==> src/rtl/multicycle_control.sv <==
// multicycle_control: main control FSM for a multicycle MIPS-style datapath.
//
// Parameters
//   ALUOP_W     - width of ALUOp; the 4-bit operation codes are zero-extended.
//   MEM_TIMEOUT - consecutive mem_ready-low cycles tolerated in an access state
//                 before the controller faults (1..255).
//
// Ports
//   clk, reset_n          - rising-edge clock, asynchronous active-low reset
//   op[5:0]               - opcode from the instruction register
//   zero                  - ALU zero flag (branch resolution)
//   mem_ready             - memory access completes this cycle
//   PCWrite .. ExtMode    - 1-bit datapath controls
//   RegDst, ALUSrcB,
//   PCSource [1:0]        - multi-bit datapath selects
//   ALUOp[ALUOP_W-1:0]    - ALU operation code
//   state[3:0]            - current FSM state
//   error                 - sticky fault, cleared only by reset
module multicycle_control #(
  parameter int unsigned ALUOP_W     = 4,
  parameter int unsigned MEM_TIMEOUT = 15
) (
  input  logic               clk,
  input  logic               reset_n,
  input  logic [5:0]         op,
  input  logic               zero,
  input  logic               mem_ready,
  output logic               PCWrite,
  output logic               IorD,
  output logic               MemRead,
  output logic               MemWrite,
  output logic               IRWrite,
  output logic               MemtoReg,
  output logic               PCToReg,
  output logic               RegWrite,
  output logic               ALUSrcA,
  output logic               ExtMode,
  output logic [1:0]         RegDst,
  output logic [1:0]         ALUSrcB,
  output logic [1:0]         PCSource,
  output logic [ALUOP_W-1:0] ALUOp,
  output logic [3:0]         state,
  output logic               error
);

  typedef enum logic [3:0] {
    S_FETCH  = 4'd0,
    S_DECODE = 4'd1,
    S_MEMADR = 4'd2,
    S_MEMRD  = 4'd3,
    S_MEMWB  = 4'd4,
    S_MEMWR  = 4'd5,
    S_REXEC  = 4'd6,
    S_RWB    = 4'd7,
    S_BRANCH = 4'd8,
    S_JUMP   = 4'd9,
    S_IEXEC  = 4'd10,
    S_IWB    = 4'd11,
    S_ERROR  = 4'd15
  } state_e;

  localparam logic [5:0] OP_RTYPE = 6'b000000;
  localparam logic [5:0] OP_LW    = 6'b100011;
  localparam logic [5:0] OP_SW    = 6'b101011;
  localparam logic [5:0] OP_BEQ   = 6'b000100;
  localparam logic [5:0] OP_BNE   = 6'b000101;
  localparam logic [5:0] OP_J     = 6'b000010;
  localparam logic [5:0] OP_JAL   = 6'b000011;
  localparam logic [5:0] OP_ADDI  = 6'b001000;
  localparam logic [5:0] OP_ANDI  = 6'b001100;
  localparam logic [5:0] OP_XORI  = 6'b001110;
  localparam logic [5:0] OP_SLTI  = 6'b001010;

  localparam logic [3:0] ALU_ADD   = 4'b0000;
  localparam logic [3:0] ALU_SUB   = 4'b0001;
  localparam logic [3:0] ALU_FUNCT = 4'b0010;
  localparam logic [3:0] ALU_XOR   = 4'b0011;
  localparam logic [3:0] ALU_SLT   = 4'b0100;
  localparam logic [3:0] ALU_AND   = 4'b1000;

  localparam logic [7:0] TIMEOUT = 8'(MEM_TIMEOUT);

  state_e     state_q, state_d;
  logic [7:0] wcnt_q, wcnt_d;
  logic       waiting;
  logic [3:0] aluop4;
  logic [3:0] imm_aluop;
  logic       imm_ext;

  always_ff @(posedge clk or negedge reset_n) begin
    if (!reset_n) begin
      state_q <= S_FETCH;
      wcnt_q  <= '0;
    end else begin
      state_q <= state_d;
      wcnt_q  <= wcnt_d;
    end
  end

  always_comb begin
    state_d = state_q;
    wcnt_d  = '0;
    waiting = (state_q == S_FETCH) || (state_q == S_MEMRD) || (state_q == S_MEMWR);
    case (state_q)
      S_FETCH:  if (mem_ready) state_d = S_DECODE;
      S_DECODE: begin
        case (op)
          OP_RTYPE:                          state_d = S_REXEC;
          OP_LW, OP_SW:                      state_d = S_MEMADR;
          OP_BEQ, OP_BNE:                    state_d = S_BRANCH;
          OP_J, OP_JAL:                      state_d = S_JUMP;
          OP_ADDI, OP_ANDI, OP_XORI, OP_SLTI: state_d = S_IEXEC;
          default:                           state_d = S_ERROR;
        endcase
      end
      S_MEMADR: state_d = (op == OP_LW) ? S_MEMRD : S_MEMWR;
      S_MEMRD:  if (mem_ready) state_d = S_MEMWB;
      S_MEMWB:  state_d = S_FETCH;
      S_MEMWR:  if (mem_ready) state_d = S_FETCH;
      S_REXEC:  state_d = S_RWB;
      S_RWB:    state_d = S_FETCH;
      S_BRANCH: state_d = S_FETCH;
      S_JUMP:   state_d = S_FETCH;
      S_IEXEC:  state_d = S_IWB;
      S_IWB:    state_d = S_FETCH;
      S_ERROR:  state_d = S_ERROR;
      default:  state_d = S_ERROR;
    endcase
    // A stall only counts while mem_ready is low, so a completing access in
    // the timeout cycle wins; any state change leaves the counter cleared.
    if (waiting && !mem_ready) begin
      if (wcnt_q == TIMEOUT) state_d = S_ERROR;
      else                   wcnt_d  = wcnt_q + 8'd1;
    end
  end

  // ALU operation and extension mode shared by IEXEC and IWB.
  always_comb begin
    imm_aluop = ALU_ADD;
    imm_ext   = 1'b1;
    case (op)
      OP_ANDI: begin imm_aluop = ALU_AND; imm_ext = 1'b0; end
      OP_XORI: begin imm_aluop = ALU_XOR; imm_ext = 1'b0; end
      OP_SLTI: begin imm_aluop = ALU_SLT; imm_ext = 1'b1; end
      default: begin imm_aluop = ALU_ADD; imm_ext = 1'b1; end
    endcase
  end

  // Every output is held at zero while reset_n is low, not only at the edge.
  always_comb begin
    PCWrite  = 1'b0;
    IorD     = 1'b0;
    MemRead  = 1'b0;
    MemWrite = 1'b0;
    IRWrite  = 1'b0;
    MemtoReg = 1'b0;
    PCToReg  = 1'b0;
    RegWrite = 1'b0;
    ALUSrcA  = 1'b0;
    ExtMode  = 1'b0;
    RegDst   = '0;
    ALUSrcB  = '0;
    PCSource = '0;
    aluop4   = ALU_ADD;
    error    = 1'b0;
    if (reset_n) begin
      case (state_q)
        S_FETCH: begin
          MemRead = 1'b1;
          ALUSrcB = 2'b01;
          IRWrite = mem_ready;
          PCWrite = mem_ready;
        end
        S_DECODE: begin
          ALUSrcB = 2'b11;
          ExtMode = 1'b1;
        end
        S_MEMADR: begin
          ALUSrcA = 1'b1;
          ALUSrcB = 2'b10;
          ExtMode = 1'b1;
        end
        S_MEMRD: begin
          MemRead = 1'b1;
          IorD    = 1'b1;
        end
        S_MEMWB: begin
          MemtoReg = 1'b1;
          RegWrite = 1'b1;
        end
        S_MEMWR: begin
          MemWrite = 1'b1;
          IorD     = 1'b1;
        end
        S_REXEC: begin
          ALUSrcA = 1'b1;
          aluop4  = ALU_FUNCT;
        end
        S_RWB: begin
          RegDst   = 2'b01;
          RegWrite = 1'b1;
        end
        S_BRANCH: begin
          ALUSrcA  = 1'b1;
          aluop4   = ALU_SUB;
          PCSource = 2'b01;
          PCWrite  = (op == OP_BNE) ? ~zero : zero;
        end
        S_JUMP: begin
          PCSource = 2'b10;
          PCWrite  = 1'b1;
          if (op == OP_JAL) begin
            RegDst   = 2'b10;
            PCToReg  = 1'b1;
            RegWrite = 1'b1;
          end
        end
        S_IEXEC: begin
          ALUSrcA = 1'b1;
          ALUSrcB = 2'b10;
          aluop4  = imm_aluop;
          ExtMode = imm_ext;
        end
        S_IWB: begin
          RegWrite = 1'b1;
          aluop4   = imm_aluop;
          ExtMode  = imm_ext;
        end
        S_ERROR: error = 1'b1;
        default: ;
      endcase
    end
  end

  assign ALUOp = ALUOP_W'(aluop4);
  assign state = state_q;

endmodule
==> config.mk <==
export PLATFORM = sky130hd
export DESIGN_NAME = multicycle_control
export DESIGN_NICKNAME = d
export VERILOG_FILES = /design/src/rtl/multicycle_control.sv
export SDC_FILE = /design/constraint.sdc
export NUM_CORES = 1
export LEC_CHECK = 0
export BUFFER_PORTS_ARGS = -buffer_cell sky130_fd_sc_hd__buf_2
export CORE_ASPECT_RATIO = 0.6
export CORE_MARGIN = 2
export CORE_UTILIZATION = 50
export DETAILED_ROUTE_END_ITERATION = 8
export HOLD_SLACK_MARGIN = 0.1
export PLACE_DENSITY = 0.78
export SETUP_SLACK_MARGIN = 0.15
export SYNTH_ARGS = -nofsm -noshare
export SYNTH_HDL_FRONTEND = slang
export SYNTH_SLANG_ARGS = --single-unit
==> constraint.sdc <==
create_clock -name clk -period 2.8 [get_ports clk]
set_input_delay 0.14 -clock clk [delete_from_list [all_inputs] [get_ports clk]]
set_output_delay 0.14 -clock clk [all_outputs]
set_load 0.03 [all_outputs]
# Yosys cells after proc, flatten, opt, wreduce, memory -nomap -nowiden
# Cells that the tools add are included.
[word_totals]
register_bits = 12
input_bits = 10
output_inout_bits = 25
elab_cells = 91
[classes]
n_addsub = 1
eq_ne = 23
mux = 45
bitwise_logic = 1
reduce_logical = 19
[op_table]
columns = ["op", "n"]
rows = [
  ["$pmux 4 s8", 1],
  ["$eq 6x4->1 const B", 4],
  ["$mux 4", 6],
  ["$pmux 4 s3", 2],
  ["$mux 1", 22],
  ["$eq 4x4->1 const B", 5],
  ["$pmux 4 s5", 1],
  ["$reduce_or 2->1", 9],
  ["$eq 4x3->1 const B", 4],
  ["$mux 8", 2],
  ["$eq 6x2->1 const B", 2],
  ["$eq 6x3->1 const B", 2],
  ["$eq 6x6->1 const B", 2],
  ["$add 8x1->8 const B", 1],
  ["$eq 4x2->1 const B", 2],
  ["$eq 8x4->1 const B", 1],
  ["$mux 2", 4],
  ["$pmux 2 s2", 2],
  ["$reduce_or 4->1", 2],
  ["$logic_not 6->1", 1],
  ["$pmux 2 s3", 1],
  ["$reduce_or 5->1", 1],
  ["$eq 4x1->1 const B", 1],
  ["$logic_not 4->1", 1],
  ["8 further kinds", 10],
]

# Longest topological paths before layout
# Gate-level depths: netlist (run 1).
[depth]
depth_word = 6
mapped_depth = 5
depth_no_buf = 5

# Worst setup path after synthesis (run 1)
# No wires, ideal clock.
[synth_path]
path_type = "reg-to-output"
startpoint = "register state_q[3] (netlist: state[3])"
endpoint = "output port ALUOp[2]"
arrival_time_ns = 2.166
required_ns = 2.660
slack_ns = 0.494
path_stages_with_launch = 5
cell_sequence = "dfrtp_1 > clkbuf_1 > clkbuf_1 > nand3_1 > nor4_1"
[synth_via]
elab_chain_len = 4
[synth_rtl]
columns = ["item", "line_no", "rtl"]
rows = [
  ["start: declaration", "83", "state_e state_q, state_d;"],
  ["start signal: assignment", "95", "state_q <= state_d;"],
  ["$eq 4x4->1", "167", "case (state_q)"],
  ["$reduce_or 2->1 (no source line)", "-", ""],
  ["$pmux 4 s3 (*)", "167", ""],
  ["$mux 4 (*)", "166", "if (reset_n) begin"],
  ["end: declaration", "41", "output logic [ALUOP_W-1:0] ALUOp,"],
]
# Mark *: on every way between the ends. The rest lies on a longest branch, timed or not.

# Final worst setup path (run 1)
[layout_path]
startpoint = "input port reset_n"
endpoint = "output port RegWrite"
[layout_via]
elab_chain_len = 1
[layout_rtl]
columns = ["item", "line_no", "rtl"]
rows = [
  ["start: declaration", "24", "input logic reset_n,"],
  ["$mux 1", "166", ""],
  ["end: declaration", "35", "output logic RegWrite,"],
]
# Every way passes these cells.

==> key figures, run 1 <==
Floorplan
  – Die width: 65.1 um
  – Io pins: 35
  – Die height: 40.7 um
  – # rows: 13
  – Core Area: 2150 sq um
  – Die area: 2650 sq um
  – Initial core utilization: 0.522

Timing
  – Final min period: 2200 ps
  – Rel. slew slack: 0.590
  – Worst slew pin tran: 615 ps
  – Hold Slack: 332 ps
  – Clock skew: 0.725 ps
  – Fmax: 455 MHz
  – Final Max Tran Viols: 0
  – Setup violators final: 0
  – Final Cycle Share: 0.786
  – Unrepaired setup endpoints after global routing: false
  – Setup TNS: 0 ps
  – Hold violation total from the final report: 0

Clocking
  – CTS tree: built
  – CTS HTree Levels: 1
  – Sink Count: 12
  – Longest Clk Path Bufs: 2
  – Clock transition at path regs: 50 ps
  – Root Buffer: clkbuf_8
  – Clock latency on the worst-skew pair: 240 ps
  – Cts bufs inserted: 3

Worst setup path
  – Endpoint class of the critical path: output port
  – WS Path Type: input port to output port
  – CP delay by family, top: buffers and inverters
  – Worst r2r path cells: 4
  – Most Frequent Cell on Critical Path: buf_2
  – CP bufs+invs: 3
  – Delay of the slowest critical-path stage: 520 ps
  – Required time of the critical path: 2660 ps
  – CP Max Fanout: 20
  – Slowest CP cell: dlygate4sd3_1
  – Crit start category: input port
  – Cells along the critical path: dlygate4sd3_1 -> buf_2 -> nor2b_1 -> nand2_1 -> nor4_2 -> a21o_1 -> buf_2
  – Crit path DAT: 2060 ps
  – Crit path depth: 7

Yosys
  – Ranking of synthesized cells by area: dfrtp_1 27%, nor2_1 7.7%, xnor2_1 4.7%
  – Count of cell types in the netlist: 40
  – Largest family of logic cells by synthesized area: simple AND/OR/NAND/NOR gates
  – Post-Synth XOR/XNOR Area: 0.0782
  – Synthesized-area fraction occupied by adder cells: 0.0112
  – Area leader, netlist: dfrtp_1
  – Primary FF master, synth: dfrtp_1
  – Post-synthesis mux area share: 0
  – Post-Syn Instances: 148
  – Compound-Gate Fraction of Synth Area: 0.150
  – Synth top area share: 0.268
  – FFs w/ async S/R, synth: 1.00
  – Yosys reg bits: 12
  – Simple logic cell fraction of the synthesized area: 0.435
  – EDFF count, synth: 0
  – Synth Warn #: 0
  – Post-synthesis sequential area ratio: 0.268
  – Mapped Nets: 159
  – Post-Syn Area per Cell: 7.57 sq um
  – Post-Synthesis Cell Area: 1120 sq um

Power
  – Leak pwr: 0.615 nW
  – Total Power: 1.22 mW
  – Cell-internal power: 579 uW
  – Max VDD drop: 0.641 mV
  – Combinational power share: 0.562
  – Net Sw Frac: 0.527
  – Power share of the sequential group: 0.285
  – Clk network pwr share: 0.153
  – Sw Pwr: 644 uW
  – Power per Cell Area: 909 nW/um^2

Routing
  – Routed Antenna Nets: 0
  – Routed len/inst: 14.7 um
  – Iter 0 DRT Violations: 113
  – DRT Pass-1 Iters: 4
  – Routed WL: 3.04 mm
  – Residual DRC count: 0
  – Via count: 1248
  – Via/cell ratio: 6.03

Run status
  – Outcome: completed

Global route
  – Largest net degree at the start of global routing: 22
  – Vias in the first global route: 1012
  – Antenna violations before repair: 0
  – Overall routing resource usage: 0.247
  – GR Overflow Total: 0
  – First-pass GRT wire length: 4.84 mm

Placed design
  – Port bufs: 34
  – GP Congestion: 0.872
  – HPWL after DPL: 2.27 mm
  – Cell Area, Placed: 1280 sq um

Final layout
  – Area Overhead vs Synth: 20.2%
  – Post-route cell area: 1350 sq um
  – Share of cells above drive strength 1: 0.260
  – Util after Layout: 0.627
  – Number of fill cells: 195
  – Final #Nets: 189
  – Diodes inserted: 0

Worst hold path
  – HP Class: input port to flip-flop
  – Hold path depth: 4

Run
  – Max Cap Viol: 0
-- flip-flops by register name, indices dropped and copies added, names as in the netlist --
| signal | flops |
|---|---|
| state | 4 |
| wcnt_q | 8 |
-- final cells by class --
type / instances / area [sq um] / share of cell area
Tap cell: 30 / 37.5 / 0.0279
Clock buffer: 4 / 55.1 / 0.0409
Sequential cell: 12 / 300 / 0.223
Timing Repair Buffer: 35 / 180 / 0.134
Multi-Input combinational cell: 121 / 754 / 0.560
Inverter: 5 / 18.8 / 0.0139
-- Yosys cell counts (2+ instances only) --
cell type and instances:
nor2_1 23, dfrtp_1 12, nand2_1 11, clkbuf_1 8
nand2b_1 8, nor4_1 7, nand3_1 6, nor3_1 6
xnor2_1 6, a21oi_1 5, inv_1 5, a21o_1 4
xor2_1 4, nand4_1 3, nor4b_1 3, o21ai_0 3
or2_2 3, a31oi_1 2, a41oi_1 2, and2_1 2
and3_1 2, nand3b_1 2, nor2b_1 2, nor3b_1 2
or4b_4 2
-- per-stage QoR --
step                setup slack (ps)  instances
detailed placement               970        202
finish                           600        207
global route                     437        207
CTS                              596        207
global placement                1050        202
floorplan                        494        148
-- worst register-to-register path, cell delays in order (launching register included) --
cell and delay (ps):
dfrtp_1 680, nand3b_1 180, o21ai_0 180, a41oi_1 480, o221ai_1 220
-- worst paths after layout --
kind	start	end	slack (ps)
max in group asynchronous	reset_n	wcnt_q[3]	2160
min	mem_ready	wcnt_q[2]	330
min reg2reg	wcnt_q[0]	wcnt_q[0]	480
max reg2reg	state[2]	state[3]	890
min in group asynchronous	reset_n	wcnt_q[0]	360
max	reset_n	RegWrite	600
-- layout by cell type (no fill, tap or decap), drive strengths merged, types with 2 or more instances in the layout --
master,netlist,final
nor3,6,6
nand3,7,7
a31oi,2,2
xnor2,6,6
nand3b,2,2
nor4b,4,4
buf,2,34
dfrtp,12,12
a41oi,2,2
a21oi,5,5
and3,2,2
clkbuf,8,4
nor3b,2,2
nor2,23,23
nand2b,8,8
nand2,11,11
and2,2,2
or4b,2,2
nor2b,2,2
o21ai,3,3
inv,5,5
xor2,4,4
nand4,3,3
nor4,8,8
or2,3,3
a21o,4,4
-- kinds of logic (layout without fill, tap and decap cells) --
| family | Yosys count | after routing |
|---|---|---|
| buf+inv | 15 | 44 |
| simple gates | 86 | 86 |
| xor+xnor | 10 | 10 |
| compound gates | 24 | 24 |
| fa+ha+maj | 1 | 1 |
| flops | 12 | 12 |
-- per-layer routing --
layer | track usage | part of all wire
met2 | 0.369 | 0.41
met1 | 0.350 | 0.48
met3 | 0.0797 | 0.11
met4 | 0.0625 | 0.0040
met5 | 0 | 0
-- power groups by stage --
stage                     Combinational, mW  Clock [mW]  Sequential [mW]
after floorplan                       0.553           0            0.301
after CTS                             0.679       0.190            0.343
after detailed placement              0.673           0            0.346
after global routing                  0.755       0.197            0.361
final                                 0.688       0.187            0.348
after global placement                0.667           0            0.328
-- repair_timing --
item	4_1_cts	5_1_grt
buffers inserted	0	0
hold buffers	1	0
resized for setup	0	0
hold endpoints to repair	12	0
Power figures use the tool's default switching activity.
==> run 2, diff against run 1 <==
--- a/config.mk
+++ b/config.mk
@@ -5,13 +5,13 @@
 export SDC_FILE = /design/constraint.sdc
 export NUM_CORES = 1
 export LEC_CHECK = 0
+export ABC_AREA = 1
 export BUFFER_PORTS_ARGS = -buffer_cell sky130_fd_sc_hd__buf_2
-export CORE_ASPECT_RATIO = 0.6
 export CORE_MARGIN = 2
 export CORE_UTILIZATION = 50
 export DETAILED_ROUTE_END_ITERATION = 8
 export HOLD_SLACK_MARGIN = 0.1
-export PLACE_DENSITY = 0.78
+export PLACE_DENSITY = 0.79
 export SETUP_SLACK_MARGIN = 0.15
 export SYNTH_ARGS = -nofsm -noshare
 export SYNTH_HDL_FRONTEND = slang
==> constraint.sdc (replaced) <==
create_clock -name clk -period 2.3 [get_ports clk]
set_input_delay 0.115 -clock clk [delete_from_list [all_inputs] [get_ports clk]]
set_output_delay 0.115 -clock clk [all_outputs]
set_load 0.03 [all_outputs]
==> run 2 against run 1 <==
Net effect: global-route usage shrank 2.8 points; flip-flop and latch count is the same; final cell count grew 14%; largest power group is now sequential cells; clock skew grew 1.3 ps; core utilization grew 2.8 points; cell area shrank 3.5%; critical endpoint unchanged; first-iteration DRC count shrank 50%.
==> key figures, run 2 <==
Placed design
  – Dpl ws: 768 ps
  – Port bufs: 34
  – Cell Area, Placed: 1250 sq um
  – HPWL after DPL: 2.08 mm
  – GP Congestion: 0.862

Timing
  – Rel. slew slack: 0.748
  – Fmax: 524 MHz
  – Unrepaired setup endpoints after global routing: false
  – Worst slew pin tran: 377 ps
  – Setup violators final: 0
  – Clock skew: 2.06 ps
  – Setup TNS: 0 ps
  – Setup WS post-layout: 390 ps
  – Final min period: 1910 ps
  – Final Cycle Share: 0.830
  – Hold violation total from the final report: 0
  – Final Max Tran Viols: 0
  – Hold Slack: 224 ps

Run status
  – Outcome: completed

Worst hold path
  – Hold_sp: mem_ready
  – Hold EP: wcnt_q[1]
  – Hold path depth: 4
  – HP Class: input port to flip-flop

Yosys
  – EDFF count, synth: 0
  – Synth top area share: 0.284
  – Post-Syn Instances: 173
  – Ranking of synthesized cells by area: dfrtp_1 28%, nand2_1 13%, nor2_1 12%
  – Post-Syn Area per Cell: 6.11 sq um
  – Count of cell types in the netlist: 27
  – Post-synthesis sequential area ratio: 0.284
  – Synth Warn #: 0
  – FFs w/ async S/R, synth: 1.00
  – Mapped Nets: 184
  – Post-Synthesis Cell Area: 1060 sq um
  – Primary FF master, synth: dfrtp_1
  – Synth top cells by count: 38 x nand2_1, 35 x nor2_1, 25 x inv_1, 18 x nand3_1, 12 x dfrtp_1
  – Yosys reg bits: 12
  – Area leader, netlist: dfrtp_1
  – Count leader, synth: nand2_1

Worst setup path
  – Endpoint class of the critical path: output port
  – CP Max Fanout: 16
  – Worst r2r dst: wcnt_q[0]
  – Crit path DAT: 1800 ps
  – Crit start category: input port
  – Reg-to-reg slack, setup: 810 ps
  – Required time of the critical path: 2180 ps
  – Worst r2r path cells: 6
  – WS Path Type: input port to output port
  – FF-to-FF Start: state[3]

Final layout
  – Most frequent cells in the layout: 38 x nand2_1, 35 x nor2_1, 34 x buf_2, 25 x inv_1, 18 x nand3_1
  – Share of cells above drive strength 1: 0.252
  – Post-route cell area: 1300 sq um
  – Diodes inserted: 0
  – Final #Nets: 222
  – Top reg by flops: wcnt_q
  – Number of fill cells: 176
  – Area Overhead vs Synth: 22.8%
  – Max reg flops: 8
  – Most common cell after layout, fill and taps aside: nand2_1

Global route
  – First-pass GRT wire length: 4.32 mm
  – Vias in the first global route: 1054
  – Antenna violations before repair: 0
  – Largest net degree at the start of global routing: 17
  – Overall routing resource usage: 0.219
  – GR Overflow Total: 0

Routing
  – Routed len/inst: 11.0 um
  – Via count: 1231
  – Via/cell ratio: 5.19
  – Routed Antenna Nets: 0
  – Routed WL: 2.61 mm
  – DRT Pass-1 Iters: 4
  – Iter 0 DRT Violations: 56
  – Residual DRC count: 0

Clocking
  – Clock latency on the worst-skew pair: 280 ps
  – Post-CTS Setup Repair Bufs: 0
  – Root Buffer: clkbuf_4
  – Post-cts resize count: 0
  – Clock transition at path regs: 80 ps
  – Hold Buf Count CTS: 1
  – CTS HTree Levels: 1
  – Cts bufs inserted: 3
  – Sink Count: 12
  – Longest Clk Path Bufs: 2
  – CTS tree: built

Power
  – Leak pwr: 0.738 nW
  – Total Power: 426 uW
  – Power per Cell Area: 328 nW/um^2
  – Max VDD drop: 0.276 mV

Floorplan
  – # rows: 16
  – Die area: 2500 sq um
  – Initial core utilization: 0.533
  – Die height: 50.0 um
  – Die width: 50.0 um
  – Core Area: 1980 sq um
  – Io pins: 35

Run
  – Max Cap Viol: 0
[run 2: cell count changes in the layout (fill, tap and decap cells not counted), moves of 3 or more]
| cell | change |
|---|---|
| or2_2 | -3 |
| nor2_1 | +12 |
| nor4_1 | -6 |
| nand3_1 | +12 |
| xnor2_1 | -5 |
| inv_1 | +20 |
| a21o_1 | -4 |
| nor4b_1 | -3 |
| nand2b_1 | -8 |
| nand2_1 | +27 |
| clkbuf_4 | +3 |
| clkbuf_8 | -3 |
| nor2_2 | +7 |
[run 2: worst max-delay path by stage]
stage | cells after the start | startpoint | endpoint
CTS | 7 | reset_n | RegWrite
finish | 7 | reset_n | RegWrite
detailed placement | 7 | state[3] | ALUOp[1]
global placement | 7 | state[3] | ALUOp[0]
global route | 7 | reset_n | RegWrite
floorplan | 4 | state[3] | ALUOp[3]
[run 2: report_power, final]
group          internal [mW]  leakage (nW)  switching (mW)
combinational         0.0133         0.570          0.0311
sequential             0.211         0.147               0
clock                 0.0963        0.0210          0.0746
[run 2: final cells by class]
cell class	count	area [sq um]	share of cell area
clock buffers	4	36.3	0.0279
inverters	26	97.6	0.0751
repair buffers	35	180	0.139
well taps	27	33.8	0.0260
flip-flops and latches	12	300	0.231
multi-input cells	133	651	0.501
[run 2: cell families (layout without fill, tap and decap cells)]
kind of cell,Yosys count,in the layout,synth area share
buffers and inverters,28,65,0.101
xor gates and xnor gates,5,5,0.0414
and+or+nand+nor,117,117,0.511
DFF,12,12,0.284
AOI/OAI and AO/OA,10,10,0.0509
adders and majority gates,1,1,0.0118
[run 2: metrics by stage]
stage	utilization	cells
floorplan	-	173
global placement	0.632	232
detailed placement	0.632	232
CTS	0.655	237
global route	0.655	237
finish	0.655	237
[run 2: critical path: stages]
cell           delay, ps
dlygate4sd3_1        520
buf_2                300
inv_1                270
o21ai_0              210
o21ai_0              100
o21ai_1               80
buf_2                210
[run 2: routing by layer]
layer  vias to the layer above  global-route usage  routed length [um]
li1                        622                   -                   -
met1                       569               0.285                1220
met2                        38               0.360                1220
met3                         2              0.0576                 150
met4                         0              0.0509                  14
met5                         -                   0                   0
==> run 3, diff against run 2 <==
==> constraint.sdc (replaced) <==
create_clock -name clk -period 1.82 [get_ports clk]
set_input_delay 0.091 -clock clk [delete_from_list [all_inputs] [get_ports clk]]
set_output_delay 0.091 -clock clk [all_outputs]
set_load 0.03 [all_outputs]
==> run 3 against run 2 <==
Net effect: clock skew about the same; final cell count up 3.4%; critical endpoint is now PCToReg; setup slack worse by 290 ps; combinational power rose by 40%; via count grew 2.4%; flip-flop and latch count unchanged; global-route usage grew 1.9 points; total power is 27% higher; sequential power up 26%; largest cell class unchanged; count of clock-buffer cells in the layout unchanged; non-clock buffer count increased by 8; first-iteration DRC count decreased by 11%; highest routed layer unchanged.
==> key figures, run 3 (synthesized netlist as in run 2, its figures left out) <==
Final layout
  – Max reg flops: 8
  – Final #Nets: 230
  – Diodes inserted: 0
  – Util after Layout: 0.763
  – Share of cells above drive strength 1: 0.376
  – Post-Layout Cell Count: 245
  – Area Overhead vs Synth: 43.0%
  – Number of fill cells: 145
  – Top reg by flops: wcnt_q
  – Most common cell after layout, fill and taps aside: nand2_1
  – Post-route cell area: 1510 sq um
  – Most frequent cells in the layout: 36 x nand2_1, 30 x nor2_1, 25 x buf_2, 22 x inv_1, 17 x nand3_1

Worst setup path
  – Crit start category: flip-flop
  – Required time of the critical path: 1730 ps
  – WS Path Type: flip-flop to output port
  – CP Max Fanout: 5
  – Reg-to-reg slack, setup: 280 ps
  – Slowest CP cell: dfrtp_2
  – Cells along the critical path: inv_2 -> nor2_4 -> inv_4 -> nor3_4 -> nand2_2 -> nor2_1 -> buf_4
  – Endpoint class of the critical path: output port
  – Delay of the slowest critical-path stage: 440 ps
  – Crit path DAT: 1630 ps

Timing
  – Final Cycle Share: 0.945
  – Rel. slew slack: 0.668
  – Hold violation total from the final report: 0
  – Clock skew: 1.87 ps
  – Fmax: 581 MHz
  – Final Max Tran Viols: 0
  – Worst slew pin tran: 497 ps
  – Setup TNS: 0 ps
  – Unrepaired setup endpoints after global routing: true
  – Setup violators final: 0
  – Final min period: 1720 ps

Global route
  – Antenna violations before repair: 0
  – First-pass GRT wire length: 4.63 mm
  – Largest net degree at the start of global routing: 16
  – GR Overflow Total: 0
  – Vias in the first global route: 1041
  – Overall routing resource usage: 0.239

Placed design
  – HPWL after DPL: 2.11 mm
  – Port bufs: 34
  – GP Congestion: 0.872
  – Cell Area, Placed: 1290 sq um
  – Cell count after placement: 233

Power
  – Total Power: 540 uW
  – Power per Cell Area: 357 nW/um^2
  – Max VDD drop: 0.410 mV
  – Leak pwr: 0.790 nW

Clocking
  – Clock latency on the worst-skew pair: 270 ps
  – Cts bufs inserted: 3
  – Sink Count: 12
  – Longest Clk Path Bufs: 2
  – Root Buffer: clkbuf_4
  – CTS HTree Levels: 1
  – Clock transition at path regs: 70 ps
  – CTS tree: built

Routing
  – Routed Antenna Nets: 0
  – Via/cell ratio: 5.14
  – Met2 WL: 1.45 mm
  – Routed len/inst: 12.5 um
  – Routed WL: 3.06 mm
  – DRT Pass-1 Iters: 4
  – Residual DRC count: 0
  – Via count: 1260
  – Metal1 wirelength: 1.35 mm
  – Met3 wire len: 188 um
  – Iter 0 DRT Violations: 50
  – DR top layer: met4

Floorplan
  – Die area: 2500 sq um
  – Die width: 50.0 um
  – Initial core utilization: 0.533
  – # rows: 16
  – Core Area: 1980 sq um
  – Io pins: 35
  – Die height: 50.0 um

Run
  – Max Cap Viol: 0

Worst hold path
  – HP Class: input port to flip-flop

Run status
  – Outcome: completed
-- run 3: layout make-up --
type | count | area [sq um] | area share
multi-input combinational | 133 | 743 | 0.492
sequential | 12 | 305 | 0.202
timing repair buffer | 43 | 293 | 0.194
inverter | 26 | 100 | 0.0662
clock buffer | 4 | 36.3 | 0.0240
tap | 27 | 33.8 | 0.0224
-- run 3: worst paths after layout --
| kind | start | end | cells after the start |
|---|---|---|---|
| setup / recovery | state[3] | PCToReg | 7 |
| hold / removal | mem_ready | wcnt_q[1] | 4 |
| setup reg to reg | state[3] | wcnt_q[0] | 8 |
| hold reg to reg | wcnt_q[0] | wcnt_q[0] | 1 |
| max in group asynchronous | reset_n | state[3] | 3 |
| min in group asynchronous | reset_n | state[0] | 3 |
-- run 3: where the power goes --
group | internal [mW] | switching (mW)
registers | 0.266 | 0
logic | 0.0193 | 0.0432
clock network | 0.122 | 0.0896
total | 0.407 | 0.133
-- run 3: routing by layer --
| layer | vias up | global-route usage |
|---|---|---|
| met2 | 49 | 0.388 |
| met1 | 564 | 0.321 |
| li1 | 641 | - |
| met4 | 0 | 0.0278 |
| met5 | - | 0 |
| met3 | 6 | 0.0667 |
-- run 3: what timing repair did --
| item | 4_1_cts | 5_1_grt |
|---|---|---|
| hold buffers | 1 | 0 |
| setup buffers | 3 | 4 |
| pin swaps | 1 | 9 |
| gates cloned | 0 | 0 |
| gates resized for setup | 14 | 29 |
| endpoints found under the setup margin | 11 | 12 |
| endpoints found under the hold margin | 12 | 0 |
-- run 3: worst max-delay path: cells and delay by family (launching register included) --
family,cells,cell delay (ps)
DFF,1,440
and+or+nand+nor,4,580
buffers and inverters,3,330
-- run 3: through the flow --
stage | hold slack (ps) | setup slack [ps]
2_1_floorplan | -205 | 117
3_3_place_gp | 46.5 | 314
3_5_place_dp | 54.1 | 270
4_1_cts | 192 | 146
5_1_grt | 216 | 17.3
6_report | 201 | 99.9
